--- src/rtl/ex_mem_pipe_reg.sv ---
// EX->MEM pipeline register with a registered valid/ready handshake, a 2-entry
// skid buffer, synchronous flush and a forwarding view. Optional counters: EX_MEM_STATS_EN.
module ex_mem_pipe_reg #(
  parameter int DATA_W  = 32,
  parameter int RADDR_W = 5,
  parameter int MEMOP_W = 4
) (
`ifdef EX_MEM_STATS_EN
  output logic [15:0]        stall_cnt_o,
  output logic [15:0]        flush_cnt_o,
`endif
  input  logic               clk,
  input  logic               rst,
  input  logic               flush,
  input  logic               in_valid,
  output logic               in_ready,
  input  logic [DATA_W-1:0]  ans_i,
  input  logic               we_i,
  input  logic [RADDR_W-1:0] waddr_i,
  input  logic [MEMOP_W-1:0] memop_i,
  input  logic [DATA_W-1:0]  maddr_i,
  input  logic [DATA_W-1:0]  wdata_i,
  output logic               out_valid,
  input  logic               out_ready,
  output logic [DATA_W-1:0]  ans_o,
  output logic               we_o,
  output logic [RADDR_W-1:0] waddr_o,
  output logic [MEMOP_W-1:0] memop_o,
  output logic [DATA_W-1:0]  maddr_o,
  output logic [DATA_W-1:0]  wdata_o,
  output logic               fwd_hit_o,
  output logic [DATA_W-1:0]  fwd_data_o
);

  localparam int ENT_W = 3 * DATA_W + 1 + RADDR_W + MEMOP_W;

  typedef enum logic [1:0] {
    ST_EMPTY   = 2'd0,
    ST_FULL    = 2'd1,
    ST_SKIDDED = 2'd2
  } state_t;

  state_t           r_state;
  state_t           w_state_next;
  logic             r_in_ready;
  logic [ENT_W-1:0] r_main;
  logic [ENT_W-1:0] r_skid;
  logic [ENT_W-1:0] w_in_ent;
  logic             w_out_valid;
  logic             w_acc;
  logic             w_pop;
  logic             w_load_main_in;
  logic             w_load_main_skid;
  logic             w_load_skid;

  logic [DATA_W-1:0]  w_ans;
  logic               w_we;
  logic [RADDR_W-1:0] w_waddr;
  logic [MEMOP_W-1:0] w_memop;
  logic [DATA_W-1:0]  w_maddr;
  logic [DATA_W-1:0]  w_wdata;

  assign w_in_ent    = {ans_i, we_i, waddr_i, memop_i, maddr_i, wdata_i};
  assign w_out_valid = (r_state != ST_EMPTY);
  assign w_acc       = in_valid & r_in_ready;
  assign w_pop       = w_out_valid & out_ready;

  always_comb begin
    w_state_next     = r_state;
    w_load_main_in   = 1'b0;
    w_load_main_skid = 1'b0;
    w_load_skid      = 1'b0;
    case (r_state)
      ST_EMPTY: begin
        if (w_acc) begin
          w_state_next   = ST_FULL;
          w_load_main_in = 1'b1;
        end
      end
      ST_FULL: begin
        if (w_acc && w_pop) begin
          w_load_main_in = 1'b1;
        end else if (w_acc) begin
          w_state_next = ST_SKIDDED;
          w_load_skid  = 1'b1;
        end else if (w_pop) begin
          w_state_next = ST_EMPTY;
        end
      end
      ST_SKIDDED: begin
        if (w_pop) begin
          w_state_next     = ST_FULL;
          w_load_main_skid = 1'b1;
        end
      end
      default: w_state_next = ST_EMPTY;
    endcase
    // Flush kills every held entry and any same-cycle accept; data regs keep their bits.
    if (flush) begin
      w_state_next     = ST_EMPTY;
      w_load_main_in   = 1'b0;
      w_load_main_skid = 1'b0;
      w_load_skid      = 1'b0;
    end
  end

  always_ff @(posedge clk) begin
    if (rst) begin
      r_state    <= ST_EMPTY;
      r_in_ready <= 1'b1;
      r_main     <= '0;
      r_skid     <= '0;
    end else begin
      r_state    <= w_state_next;
      r_in_ready <= (w_state_next != ST_SKIDDED);
      if (w_load_main_in) begin
        r_main <= w_in_ent;
      end else if (w_load_main_skid) begin
        r_main <= r_skid;
      end
      if (w_load_skid) begin
        r_skid <= w_in_ent;
      end
    end
  end

  assign {w_ans, w_we, w_waddr, w_memop, w_maddr, w_wdata} = r_main;

  assign in_ready   = r_in_ready;
  assign out_valid  = w_out_valid;
  assign ans_o      = w_ans;
  assign we_o       = w_we & w_out_valid;
  assign waddr_o    = w_waddr;
  assign memop_o    = w_out_valid ? w_memop : '0;
  assign maddr_o    = w_maddr;
  assign wdata_o    = w_wdata;
  assign fwd_hit_o  = w_out_valid & w_we & (w_waddr != '0);
  assign fwd_data_o = w_ans;

`ifdef EX_MEM_STATS_EN
  logic [15:0] r_stall_cnt;
  logic [15:0] r_flush_cnt;

  always_ff @(posedge clk) begin
    if (rst) begin
      r_stall_cnt <= '0;
      r_flush_cnt <= '0;
    end else begin
      if (w_out_valid && !out_ready && (r_stall_cnt != 16'hFFFF)) begin
        r_stall_cnt <= r_stall_cnt + 16'd1;
      end
      if (flush && w_out_valid && (r_flush_cnt != 16'hFFFF)) begin
        r_flush_cnt <= r_flush_cnt + 16'd1;
      end
    end
  end

  assign stall_cnt_o = r_stall_cnt;
  assign flush_cnt_o = r_flush_cnt;
`endif

endmodule

--- config.mk ---
export PLATFORM = sky130hd
export DESIGN_NAME = ex_mem_pipe_reg
export DESIGN_NICKNAME = d
export VERILOG_FILES = /design/src/rtl/ex_mem_pipe_reg.sv
export SDC_FILE = /design/constraint.sdc
export NUM_CORES = 1
export LEC_CHECK = 0
export ABC_AREA = 1
export CAP_MARGIN = 5
export CELL_PAD_IN_SITES_DETAIL_PLACEMENT = 1
export CELL_PAD_IN_SITES_GLOBAL_PLACEMENT = 2
export CORE_MARGIN = 4
export CORE_UTILIZATION = 29
export CTS_CLUSTER_DIAMETER = 100
export DETAILED_ROUTE_END_ITERATION = 8
export PLACE_DENSITY_LB_ADDON = 0.1
export RECOVER_POWER = 25
export SLEW_MARGIN = 5
export SYNTH_ARGS = -nofsm -noshare
export SYNTH_HDL_FRONTEND = slang
export SYNTH_SLANG_ARGS = --single-unit
--- constraint.sdc ---
create_clock -name clk -period 2.75 [get_ports clk]
set_input_delay 0.6875 -clock clk [delete_from_list [all_inputs] [get_ports clk]]
set_output_delay 0.6875 -clock clk [all_outputs]
set_load 0.01 [all_outputs]
### Yosys cells after proc, flatten, opt, wreduce, memory -nomap -nowiden

Cells that the tools add are included.

* register bits after elaboration: 215
* input bits: 111
* output and inout port bits: 141
* logic and storage cells: 36

* equality and inequality tests: 3
* multiplexer cells: 20
* bitwise gates (word level): 4
* reduce and logical (&&, ||, !) cells: 5

Operator list (number)
* 106-bit 2-to-1 mux: 2
* 2-bit 2-to-1 mux: 6
* 1-bit 2-to-1 mux: 9
* 2-bit case mux with 3 select lines: 1
* 5-bit nonzero test: 1
* 1-bit bitwise AND: 4
* 4-bit 2-to-1 mux: 1
* 2-bit nonzero test: 2
* 2-bit by 1-bit equality test with 1-bit output (second input constant): 1
* 2-bit equality test (second input constant): 1
* 2-bit zero test: 1
* 2-bit != test (second input constant): 1
* 1-bit case mux with 2 select lines: 1
* 1-bit logical AND: 1

### Longest topological paths before layout

Gate-level depths: netlist of run 1.

* depth after elaboration: 8
* gate-level depth with buffers: 9
* mapped depth without buffers: 7

### Least setup slack after synthesis of run 1

Ideal clock, no wire load.

* kind: reg2out
* from: register r_state[0]
* to: output fwd_hit_o
* arrival time: 1.112 ns
* required time: 2.062 ns
* path slack: 0.951 ns
* cell stages (with the launch flop): 7
* buffers on the path: 0
* path through: dfxtp_1 > inv_1 > nand2_1 > inv_1 > nor2_1 > nand2_1 > inv_1

* word-level cells in the longest chain between the ends: 3

Ends and longest elaborated chain
* start: declaration: RTL line 43 `state_t r_state;`
* start signal: assignment: RTL line 114 `r_state <= w_state_next;`
* 2-bit nonzero test: RTL line 64 `assign w_out_valid = (r_state != ST_EMPTY);`
* via out_valid: RTL line 23 `output logic out_valid,`
* 1-bit bitwise AND
* via we_o: RTL line 26 `output logic we_o,`
* 1-bit bitwise AND: RTL line 137 `assign fwd_hit_o = w_out_valid & w_we & (w_waddr != '0);`
* end: declaration: RTL line 31 `output logic fwd_hit_o,`

The timed path passes the listed nets, and every way through them passes these cells.

### Final worst setup path of run 1

* from: register r_state[0]
* to: output we_o

* word-level cells in the longest chain between the ends: 2

Ends and longest elaborated chain
* 2-bit nonzero test: RTL line 64
* 1-bit bitwise AND: RTL line 132 `assign we_o = w_we & w_out_valid;`
* end: declaration: RTL line 26

No other way between the ends.

==> impl_metrics.py, run 1 <==
metrics = {
    "floorplan": {
        "io_pins": 252,
        "die_h_um": 198,
        "start_util": 0.295,
        "fp.dieArea_sq_mm": 0.0394,
        "rows": 69,
        "core-area_sq_mm": 0.0357,
        "dieWidth_um": 198,
    },
    "yosys": {
        "netlist_area_sq_mm": 0.0105,
        "synthDistinctLibCells": 18,
        "synth_warnings": 0,
        "ys_ff_latch": 215,
        "syn_nets": 1675,
        "synth_area_per_cell_sq_um": 6.72,
        "yosysSeqAreaShare": 0.409,
        "synthCells": 1564,
    },
    "cts": {
        "clk_latency_ns": 0.53,
        "cts_made_buffers": 27,
        "cts_hold_buf": 0,
        "clock_path_buffers": 3,
        "clock_sinks": 215,
        "cts_setup_buffers": 0,
        "cts-root-buf": "clkbuf_16",
        "h-tree-depth": 1,
        "cts_tree": "yes",
        "clkTransAtPathRegs_ns": 0.06,
    },
    "pwr": {
        "pwr-share-comb": 0.143,
        "clockPowerShare": 0.426,
        "p_int_w": 0.00579,
        "p_per_area_mw_per_mm2": 586,
        "power_switching_w": 0.00202,
        "switching_share": 0.258,
        "pwr-share-seq": 0.431,
        "p_leak_nw": 5.89,
        "ir_drop_mv": 0.407,
    },
    "sta": {
        "hold_viol": 0,
        "grt_setup_unrepaired": "no",
        "holdWs_ns": 0.480,
        "finalMaxSlewViolations": 0,
        "fmax_ghz": 0.390,
        "finalCriticalPeriod_ns": 2.56,
        "max-slew-margin-rel": 0.293,
        "period_share": 0.932,
        "fin_tns_setup_ns": 0,
        "tightest_slew_ns": 1.06,
        "setup-violations-final": 0,
        "finClkSkew_ns": 0.0131,
    },
    "worst_setup_path": {
        "reg2reg_slack_ns": 0.64,
        "r2r_cells": 7,
        "slowest_delay_ns": 0.55,
        "cp_data_arrival_time_ns": 1.88,
        "worst_r2r_endpoint": "r_skid[6]",
        "crit_slowest_cell": "clkdlybuf4s50_1",
        "path_max_fanout": 5,
        "crit_buf_inv": 3,
        "worstPathCellList": "inv_1 > nand2_4 > inv_2 > nor2_2 > clkdlybuf4s50_1",
        "worst-setup-path-type": "flop to output port",
        "worstSetupPathDepth": 5,
        "r2r-start": "in_ready",
        "cp-start-kind": "flop",
        "worstSetupEndpointType": "output port",
        "cp_top_family": "buffers and inverters",
        "cp.required_ns": 2.06,
    },
    "routing": {
        "final_antenna_net_count": 0,
        "drc": 0,
        "first_pass_iters": 4,
        "routed_wl_mm": 36.0,
        "post_drt_via_cell_ratio": 4.63,
        "wire_per_inst_um": 17.2,
        "dr.first_iter.drc_count": 351,
        "vias": 9707,
    },
    "place": {
        "gp_congestion": 0.707,
        "dpl.hpwl_mm": 21.7,
        "portBuffers": 251,
    },
    "min_path": {
        "worstHoldStart": "r_main[11]",
        "hold_path.class": "flop to flop",
        "whs_path_depth": 2,
        "holdPathEnd": "r_main[11]",
    },
    "global_routing": {
        "grt_max_degree": 109,
        "globalRouteOverflowTotal": 0,
        "antenna_found_initial": 1,
        "grt_pass1_wl_mm": 57.1,
        "grt_pass1_vias": 10025,
        "grt_use_total": 0.178,
    },
    "layout": {
        "area_growth_pct": 26.6,
        "fillers": 4462,
        "nets": 1733,
        "layout-drive-gt1-share": 0.0446,
        "antenna_cells": 0,
    },
    "flow_run": {
        "cap_violations": 0,
    },
    "outcome": {
        "status": "finished, final reports clean",
    },
}
[Yosys cell counts (all sizes together)]
library cell	n	area share
o211ai	1	0.00071
inv	122	0.044
nor2	222	0.080
nand3	214	0.10
buf	187	0.12
dfxtp	215	0.41
clkbuf	58	0.021
o21ai	109	0.052
nand2	326	0.12
a21oi	106	0.050
nor3	4	0.0040
[logic make-up (layout without fill, tap and decap cells)]
group                  after synthesis  count (layout)  synth area share
and+or+nand+nor                    766             766             0.302
buffers and inverters              367             440             0.185
AOI/OAI and AO/OA                  216             216             0.103
DFF                                215             215             0.409
[power groups by stage]
stage               clock, W  combinational [W]  sequential [W]
global placement           0            0.00113         0.00343
global route         0.00358            0.00124         0.00338
floorplan                  0           0.000689         0.00339
CTS                  0.00346            0.00114         0.00337
detailed placement         0            0.00114         0.00343
finish               0.00332            0.00112         0.00336
[final cells by class]
type                            instances  area (sq um)  area share
Clock buffer                           42           802      0.0602
Clock inverter                          2          13.8     0.00103
Timing Repair Buffer                  274          2870       0.215
Multi-Input combinational cell        982          4290       0.322
Sequential cell                       215          4310       0.324
Tap cell                              461           577      0.0433
Inverter                              122           462      0.0347
[worst min-delay path, cell delays in order (launching register included)]
cell	delay [ns]
dfxtp_1	0.30
nand3_1	0.07
a21oi_1	0.06
[flip-flops by register name, summed over array words and instances (netlist names)]
name,count
in_ready,1
r_main,106
r_skid,106
r_state,2
[per-stage QoR]
stage / power (W) / cell area [sq um] / setup WS [ns] / util / cells
finish: 0.00780 / 13300 / 0.186 / 0.374 / 2098
global route: 0.00819 / 13300 / 0.0561 / 0.374 / 2098
CTS: 0.00797 / 13300 / 0.00905 / 0.374 / 2098
detailed placement: 0.00457 / 12500 / 0.139 / 0.351 / 2054
global placement: 0.00456 / 12500 / 0.167 / 0.351 / 2054
floorplan: 0.00408 / 10500 / 0.951 / - / 1564
[repair_timing]
action | in CTS | in global routing
setup endpoints to repair | 6 | 1
gates resized for setup | 7 | 2
pin swaps | 1 | 0
[how the worst max path moves through the flow]
stage / from / end / slack, ns
after floorplan: r_state[0] / fwd_hit_o / 0.95
after global routing: flush / r_skid[32] / 0.06
after detailed placement: flush / r_main[41] / 0.14
after global placement: in_valid / r_main[41] / 0.17
final: r_state[0] / we_o / 0.19
after CTS: r_state[1] / fwd_hit_o / 0.009
[layer usage]
metal,track usage,routed length [um],up-vias
met2,0.301,16800,162
met5,0,20,-
met4,0.0291,507,2
met1,0.247,17200,4582
li1,-,-,4920
met3,0.0281,1430,41
[cells in the final DEF, fill, tap and decap left out, types with 3 or more instances in the layout]
master and count:
a21oi_1 106, o21ai_0 88, nand2_1 323, dfxtp_1 213
buf_12 15, o21ai_1 21, clkbuf_1 8, clkbuf_16 27
clkdlybuf4s50_1 247, nand3_1 214, buf_4 8, nor2_1 220
inv_1 118, nand2_4 3, clkbuf_8 7
Note: power is estimated with default switching activity, not from simulation.
==> inputs of run 2 (changes only) <==
--- a/config.mk
+++ b/config.mk
@@ -5,12 +5,12 @@
 export SDC_FILE = /design/constraint.sdc
 export NUM_CORES = 1
 export LEC_CHECK = 0
-export ABC_AREA = 1
 export CAP_MARGIN = 5
 export CELL_PAD_IN_SITES_DETAIL_PLACEMENT = 1
 export CELL_PAD_IN_SITES_GLOBAL_PLACEMENT = 2
 export CORE_MARGIN = 4
-export CORE_UTILIZATION = 29
+export CORE_UTILIZATION = 32
+export CTS_BUF_LIST = sky130_fd_sc_hd__clkbuf_4
 export CTS_CLUSTER_DIAMETER = 100
 export DETAILED_ROUTE_END_ITERATION = 8
 export PLACE_DENSITY_LB_ADDON = 0.1
==> run 2 against run 1 <==
  * Area after synthesis is 4.7% lower
  * Sequential share of layout area is 1.2 points higher
  * Combinational power is 13% lower
  * Critical path depth is 2 lower
  * Count of clock-buffer cells in the layout is 58 higher
  * Sequential power hardly changed
  * Critical path type unchanged
==> impl_metrics.py, run 2 <==
metrics = {
    "pwr": {
        "p_leak_nw": 4.31,
        "pwr-share-seq": 0.436,
        "ir_drop_mv": 0.259,
        "fin_total_pwr_w": 0.00763,
        "pwr-share-comb": 0.127,
        "p_int_w": 0.00570,
        "p_per_area_mw_per_mm2": 595,
        "switching_share": 0.253,
        "clockPowerShare": 0.437,
        "power_switching_w": 0.00194,
    },
    "yosys": {
        "netlist_area_sq_mm": 0.0100,
        "syn_nets": 1320,
        "synth_warnings": 0,
        "synth_top_area_cell": "dfxtp_1",
        "yosysMostFrequentCell": "nand2_1",
        "ys_dominant_reg_cell": "dfxtp_1",
        "yosysSeqAreaShare": 0.429,
        "synth_area_per_cell_sq_um": 8.29,
        "ys_ff_latch": 215,
        "synthCells": 1209,
        "synth_top_area_share": 0.429,
        "async_reset_ff_frac": 0,
        "synth_commonest_cells": "nand2_1 (425), dfxtp_1 (215), buf_4 (133)",
        "synthDistinctLibCells": 22,
        "synth_edf_count": 0,
        "ys_top_cells_by_area": "dfxtp_1 (43%), nand2_1 (16%), a311oi_2 (15%), buf_4 (10%), a21oi_1 (5.3%)",
    },
    "floorplan": {
        "dieWidth_um": 185,
        "io_pins": 252,
        "core-area_sq_mm": 0.0307,
        "start_util": 0.326,
        "rows": 64,
        "die_h_um": 185,
        "fp.dieArea_sq_mm": 0.0342,
    },
    "worst_setup_path": {
        "r2r-start": "r_state[0]",
        "worstSetupPathDepth": 3,
        "crit_buf_inv": 1,
        "cp.required_ns": 2.06,
        "r2r_cells": 5,
        "worst-setup-path-type": "flop to output port",
        "slowest_delay_ns": 0.52,
        "cp_top_family": "simple AND/OR/NAND/NOR gates",
        "cp_data_arrival_time_ns": 1.90,
        "cp-start-kind": "flop",
        "path_max_fanout": 3,
        "worstPathCellList": "or4_4 > o21a_1 > clkdlybuf4s15_1",
        "crit_slowest_cell": "or4_4",
        "worst_r2r_endpoint": "r_main[58]",
        "worstSetupEndpointType": "output port",
        "reg2reg_slack_ns": 0.42,
    },
    "routing": {
        "first_pass_iters": 4,
        "drc": 0,
        "dr.first_iter.drc_count": 332,
        "final_antenna_net_count": 0,
        "post_drt_via_cell_ratio": 4.76,
        "vias": 8414,
        "wire_per_inst_um": 16.8,
        "routed_wl_mm": 29.6,
    },
    "layout": {
        "nets": 1433,
        "layout_common_cells": "nand2_1 (425), clkdlybuf4s50_1 (247), dfxtp_1 (212), a21oi_1 (107), nor2_1 (106)",
        "fillers": 3657,
        "seqCellArea_sq_mm": 0.00431,
        "reg_top3": "r_main: 106 flops, r_skid: 106 flops, r_state: 2 flops",
        "layout-drive-gt1-share": 0.174,
        "area_growth_pct": 27.9,
        "final_common_cell": "nand2_1",
        "multi_input_area_sq_mm": 0.00427,
    },
    "cts": {
        "clock_sinks": 215,
        "cts_tree": "yes",
        "clk_latency_ns": 0.65,
        "h-tree-depth": 3,
        "cts_resized": 5,
        "cts_hold_buf": 0,
        "clock_path_buffers": 3,
        "cts_setup_buffers": 0,
        "clkTransAtPathRegs_ns": 0.06,
        "cts_made_buffers": 66,
        "cts-root-buf": "clkbuf_4",
    },
    "sta": {
        "setup-violations-final": 0,
        "tightest_slew_ns": 0.978,
        "fin_tns_setup_ns": 0,
        "hold_viol": 0,
        "max-slew-margin-rel": 0.348,
        "finalMaxSlewViolations": 0,
        "fmax_ghz": 0.387,
        "grt_setup_unrepaired": "no",
        "finalCriticalPeriod_ns": 2.59,
        "period_share": 0.940,
        "finClkSkew_ns": 0.0482,
    },
    "global_routing": {
        "globalRouteOverflowTotal": 0,
        "grt_pass1_vias": 8893,
        "grt_max_degree": 99,
        "grt_use_total": 0.171,
        "grt_pass1_wl_mm": 47.3,
        "antenna_found_initial": 4,
    },
    "min_path": {
        "whs_path_depth": 2,
        "worstHoldStart": "r_skid[36]",
        "holdPathEnd": "r_skid[36]",
        "hold_path.class": "flop to flop",
    },
    "place": {
        "gp_congestion": 0.705,
        "dpl.hpwl_mm": 18.8,
        "portBuffers": 251,
    },
    "flow_run": {
        "cap_violations": 0,
    },
    "outcome": {
        "status": "finished, final reports clean",
    },
}
-- run 2: logic make-up (layout without fill, tap and decap cells) --
family / after synthesis / in the layout / share of synthesized area
buf+inv: 230 / 388 / 0.148
compound gates: 215 / 215 / 0.210
other cells: 0 / 3 / 0
mux: 2 / 2 / 0.00200
flops: 215 / 215 / 0.429
simple gates: 547 / 547 / 0.210
-- run 2: layer usage --
metal,vias to the layer above,GRT usage,part of all wire
li1,4151,-,-
met1,4007,0.217,0.45
met2,212,0.280,0.47
met3,40,0.0532,0.062
met4,4,0.0487,0.012
met5,-,0,0.00071
-- run 2: stage by stage --
step	setup slack [ns]	cells	hold WS [ns]	instance area [sq um]	util
after floorplan	0.826	1209	0.437	10000	-
after global placement	0.246	1650	0.441	12000	0.390
after detailed placement	0.189	1650	0.447	12000	0.390
after CTS	0.000186	1763	0.456	12900	0.418
after global routing	0.0190	1766	0.473	12800	0.417
final	0.164	1766	0.455	12800	0.417
-- run 2: worst max path at each step --
stage | slack [ns] | to | start
CTS | 0.0002 | fwd_hit_o | r_main[69]
global route | 0.02 | memop_o[2] | r_state[1]
detailed placement | 0.19 | r_main[15] | flush
floorplan | 0.83 | r_main[0] | out_ready
finish | 0.16 | fwd_hit_o | r_main[69]
global placement | 0.25 | r_main[19] | flush
-- run 2: final cells by class --
| type | instances | share of cell area |
|---|---|---|
| Timing Repair Buffer | 273 | 0.223 |
| Multi-Input combinational cell | 764 | 0.333 |
| Inverter | 2 | 0.000585 |
| Antenna cell | 3 | 0.000585 |
| Clock buffer | 100 | 0.0585 |
| Clock inverter | 13 | 0.0100 |
| Tap cell | 396 | 0.0386 |
| Sequential cell | 215 | 0.336 |
-- run 2: power by group through the flow --
stage	Combinational [W]	Sequential, W	Clock, W
after floorplan	0.000635	0.00336	0
after global placement	0.000979	0.00339	0
after detailed placement	0.000989	0.00340	0
after CTS	0.000993	0.00333	0.00351
after global routing	0.00105	0.00334	0.00369
final	0.000970	0.00333	0.00334
-- run 2: tightest hold or removal path, stage by stage, from the launching register on --
cell	delay [ns]
dfxtp_1	0.31
nand2_1	0.05
a21oi_1	0.05
==> inputs of run 3 (changes only) <==
--- a/config.mk
+++ b/config.mk
@@ -5,11 +5,12 @@
 export SDC_FILE = /design/constraint.sdc
 export NUM_CORES = 1
 export LEC_CHECK = 0
+export ABC_AREA = 1
 export CAP_MARGIN = 5
 export CELL_PAD_IN_SITES_DETAIL_PLACEMENT = 1
 export CELL_PAD_IN_SITES_GLOBAL_PLACEMENT = 2
 export CORE_MARGIN = 4
-export CORE_UTILIZATION = 32
+export CORE_UTILIZATION = 30
 export CTS_BUF_LIST = sky130_fd_sc_hd__clkbuf_4
 export CTS_CLUSTER_DIAMETER = 100
 export DETAILED_ROUTE_END_ITERATION = 8
==> run 3 against run 2 <==
  * Routed wire length rose by 19%
  * Core utilization fell by 3.7 points
  * Total power fell by 3.6%
  * Sequential cell count did not move
  * Hold slack improved by 0.028 ns
  * Critical path type is now input pin to flop
  * Critical endpoint is now r_main[78]
  * Largest cell class unchanged
==> impl_metrics.py, run 3 (synthesis gave the netlist of run 1 again) <==
metrics = {
    "sta": {
        "fin_tns_setup_ns": 0,
        "finalCriticalPeriod_ns": 2.52,
        "holdWs_ns": 0.483,
        "period_share": 0.915,
        "fmax_ghz": 0.397,
        "setup-violations-final": 0,
        "grt_setup_unrepaired": "no",
        "finClkSkew_ns": 0.0326,
        "finalMaxSlewViolations": 0,
        "tightest_slew_ns": 1.19,
        "max-slew-margin-rel": 0.207,
        "hold_viol": 0,
    },
    "global_routing": {
        "grt_use_total": 0.181,
        "grt_pass1_vias": 10181,
        "globalRouteOverflowTotal": 0,
        "antenna_found_initial": 5,
        "grt_pass1_wl_mm": 56.1,
        "grt_max_degree": 114,
    },
    "layout": {
        "final_common_cell": "nand2_1",
        "final_cells": 2151,
        "fillers": 4374,
        "layout-drive-gt1-share": 0.0738,
        "nets": 1772,
        "reg_top3": "r_main: 106 flops, r_skid: 106 flops, r_state: 2 flops",
        "area_growth_pct": 24.9,
        "layout_common_cells": "nand2_1 (323), clkdlybuf4s50_1 (244), nor2_1 (221), nand3_1 (214), dfxtp_1 (213)",
    },
    "worst_setup_path": {
        "worstSetupEndpointType": "flop",
        "crit_buf_inv": 2,
        "cp-start-kind": "input pin",
        "cp_data_arrival_time_ns": 3.10,
        "crit_top_cell": "nand2_1",
        "cp_top_family": "buffers and inverters",
        "worst-setup-path-type": "input pin to flop",
        "worstPathCellList": "clkdlybuf4s50_1 > nand2_1 > nor3_1 > nand2_4 > clkbuf_4 > nand2_1 > nand2_1 > a21oi_1",
        "crit_slowest_cell": "clkbuf_4",
        "slowest_delay_ns": 0.63,
        "cp.required_ns": 3.33,
        "path_max_fanout": 99,
    },
    "routing": {
        "vias": 9935,
        "post_drt_via_cell_ratio": 4.62,
        "dr.first_iter.drc_count": 293,
        "drc": 0,
        "routed_wl_mm": 35.2,
        "wire_per_inst_um": 16.4,
        "final_antenna_net_count": 0,
        "first_pass_iters": 4,
    },
    "place": {
        "dpl.hpwl_mm": 20.8,
        "portBuffers": 251,
        "gp_congestion": 0.713,
        "dp_cells": 2047,
    },
    "floorplan": {
        "io_pins": 252,
        "rows": 68,
        "die_h_um": 195,
        "fp.dieArea_sq_mm": 0.0381,
        "dieWidth_um": 195,
        "core-area_sq_mm": 0.0345,
        "start_util": 0.304,
    },
    "cts": {
        "h-tree-depth": 3,
        "cts_tree": "yes",
        "clock_path_buffers": 3,
        "cts-root-buf": "clkbuf_4",
        "cts_setup_buffers": 0,
        "clkTransAtPathRegs_ns": 0.06,
        "clk_latency_ns": 0.68,
        "clock_sinks": 215,
        "cts_made_buffers": 67,
    },
    "pwr": {
        "ir_drop_mv": 0.276,
        "p_per_area_mw_per_mm2": 560,
        "fin_total_pwr_w": 0.00736,
        "p_leak_nw": 5.90,
    },
    "min_path": {
        "hold_path.class": "flop to flop",
    },
    "outcome": {
        "status": "finished, final reports clean",
    },
    "flow_run": {
        "cap_violations": 0,
    },
}
==> run 3: changes by cell type in the layout (fill, tap and decap cells not counted), sizes merged, moves of 6 or more <==
cell	previous run	this run
o21ai	0	109
nand3	0	214
nor2b	6	0
a311oi	106	0
dlygate4sd2	0	6
nor2	107	222
inv	4	121
clkbuf	104	97
nand2	425	326
==> run 3: worst paths after layout <==
check / startpoint / end / slack (ns) / depth (start not counted)
worst min register to register: r_main[2] / r_main[2] / 0.48 / 2
worst max register to register: r_state[1] / r_skid[8] / 0.42 / 7
worst max-delay path: in_valid / r_main[78] / 0.23 / 8
worst min-delay path: r_main[2] / r_main[2] / 0.48 / 2
==> run 3: final cells by class <==
class,count,area (sq um),share of cell area
timing repair buffer,273,2790,0.213
clock inverter,9,33.8,0.00257
clock buffer,92,691,0.0526
antenna,3,7.51,0.000572
sequential,215,4310,0.328
multi-input combinational,982,4260,0.325
tap,455,569,0.0434
inverter,122,463,0.0353
==> run 3: layer usage <==
layer | wire length, um | GRT usage | part of all wire
met4 | 590 | 0.0497 | 0.017
met1 | 16900 | 0.237 | 0.48
met3 | 1700 | 0.0481 | 0.048
met5 | 27 | 0 | 0.00077
met2 | 15900 | 0.296 | 0.45
==> run 3: worst min-delay path: stages (launching register included) <==
cell,delay (ns)
dfxtp_1,0.31
nand3_1,0.07
a21oi_1,0.06
==> run 3: metrics by stage <==
stage | util | worst slack [ns] | area, sq um
detailed placement | 0.361 | 0.243 | 12500
finish | 0.380 | 0.233 | 13100
global route | 0.380 | 0.0373 | 13100
global placement | 0.361 | 0.276 | 12500
floorplan | - | 0.951 | 10500
CTS | 0.382 | 0.0917 | 13200
==> run 3: where the power goes <==
part           total (W)  internal (W)  leakage (nW)  switching (W)
logic            0.00110      0.000543          3.70       0.000561
clock network    0.00290       0.00151         0.440        0.00139
registers        0.00336       0.00326          1.76      0.0000938
==> run 3: repair_timing <==
action	in CTS	in global routing
hold endpoints to repair	0	0
endpoints found under the setup margin	7	0
hold buffers	0	0
gates resized for setup	13	0
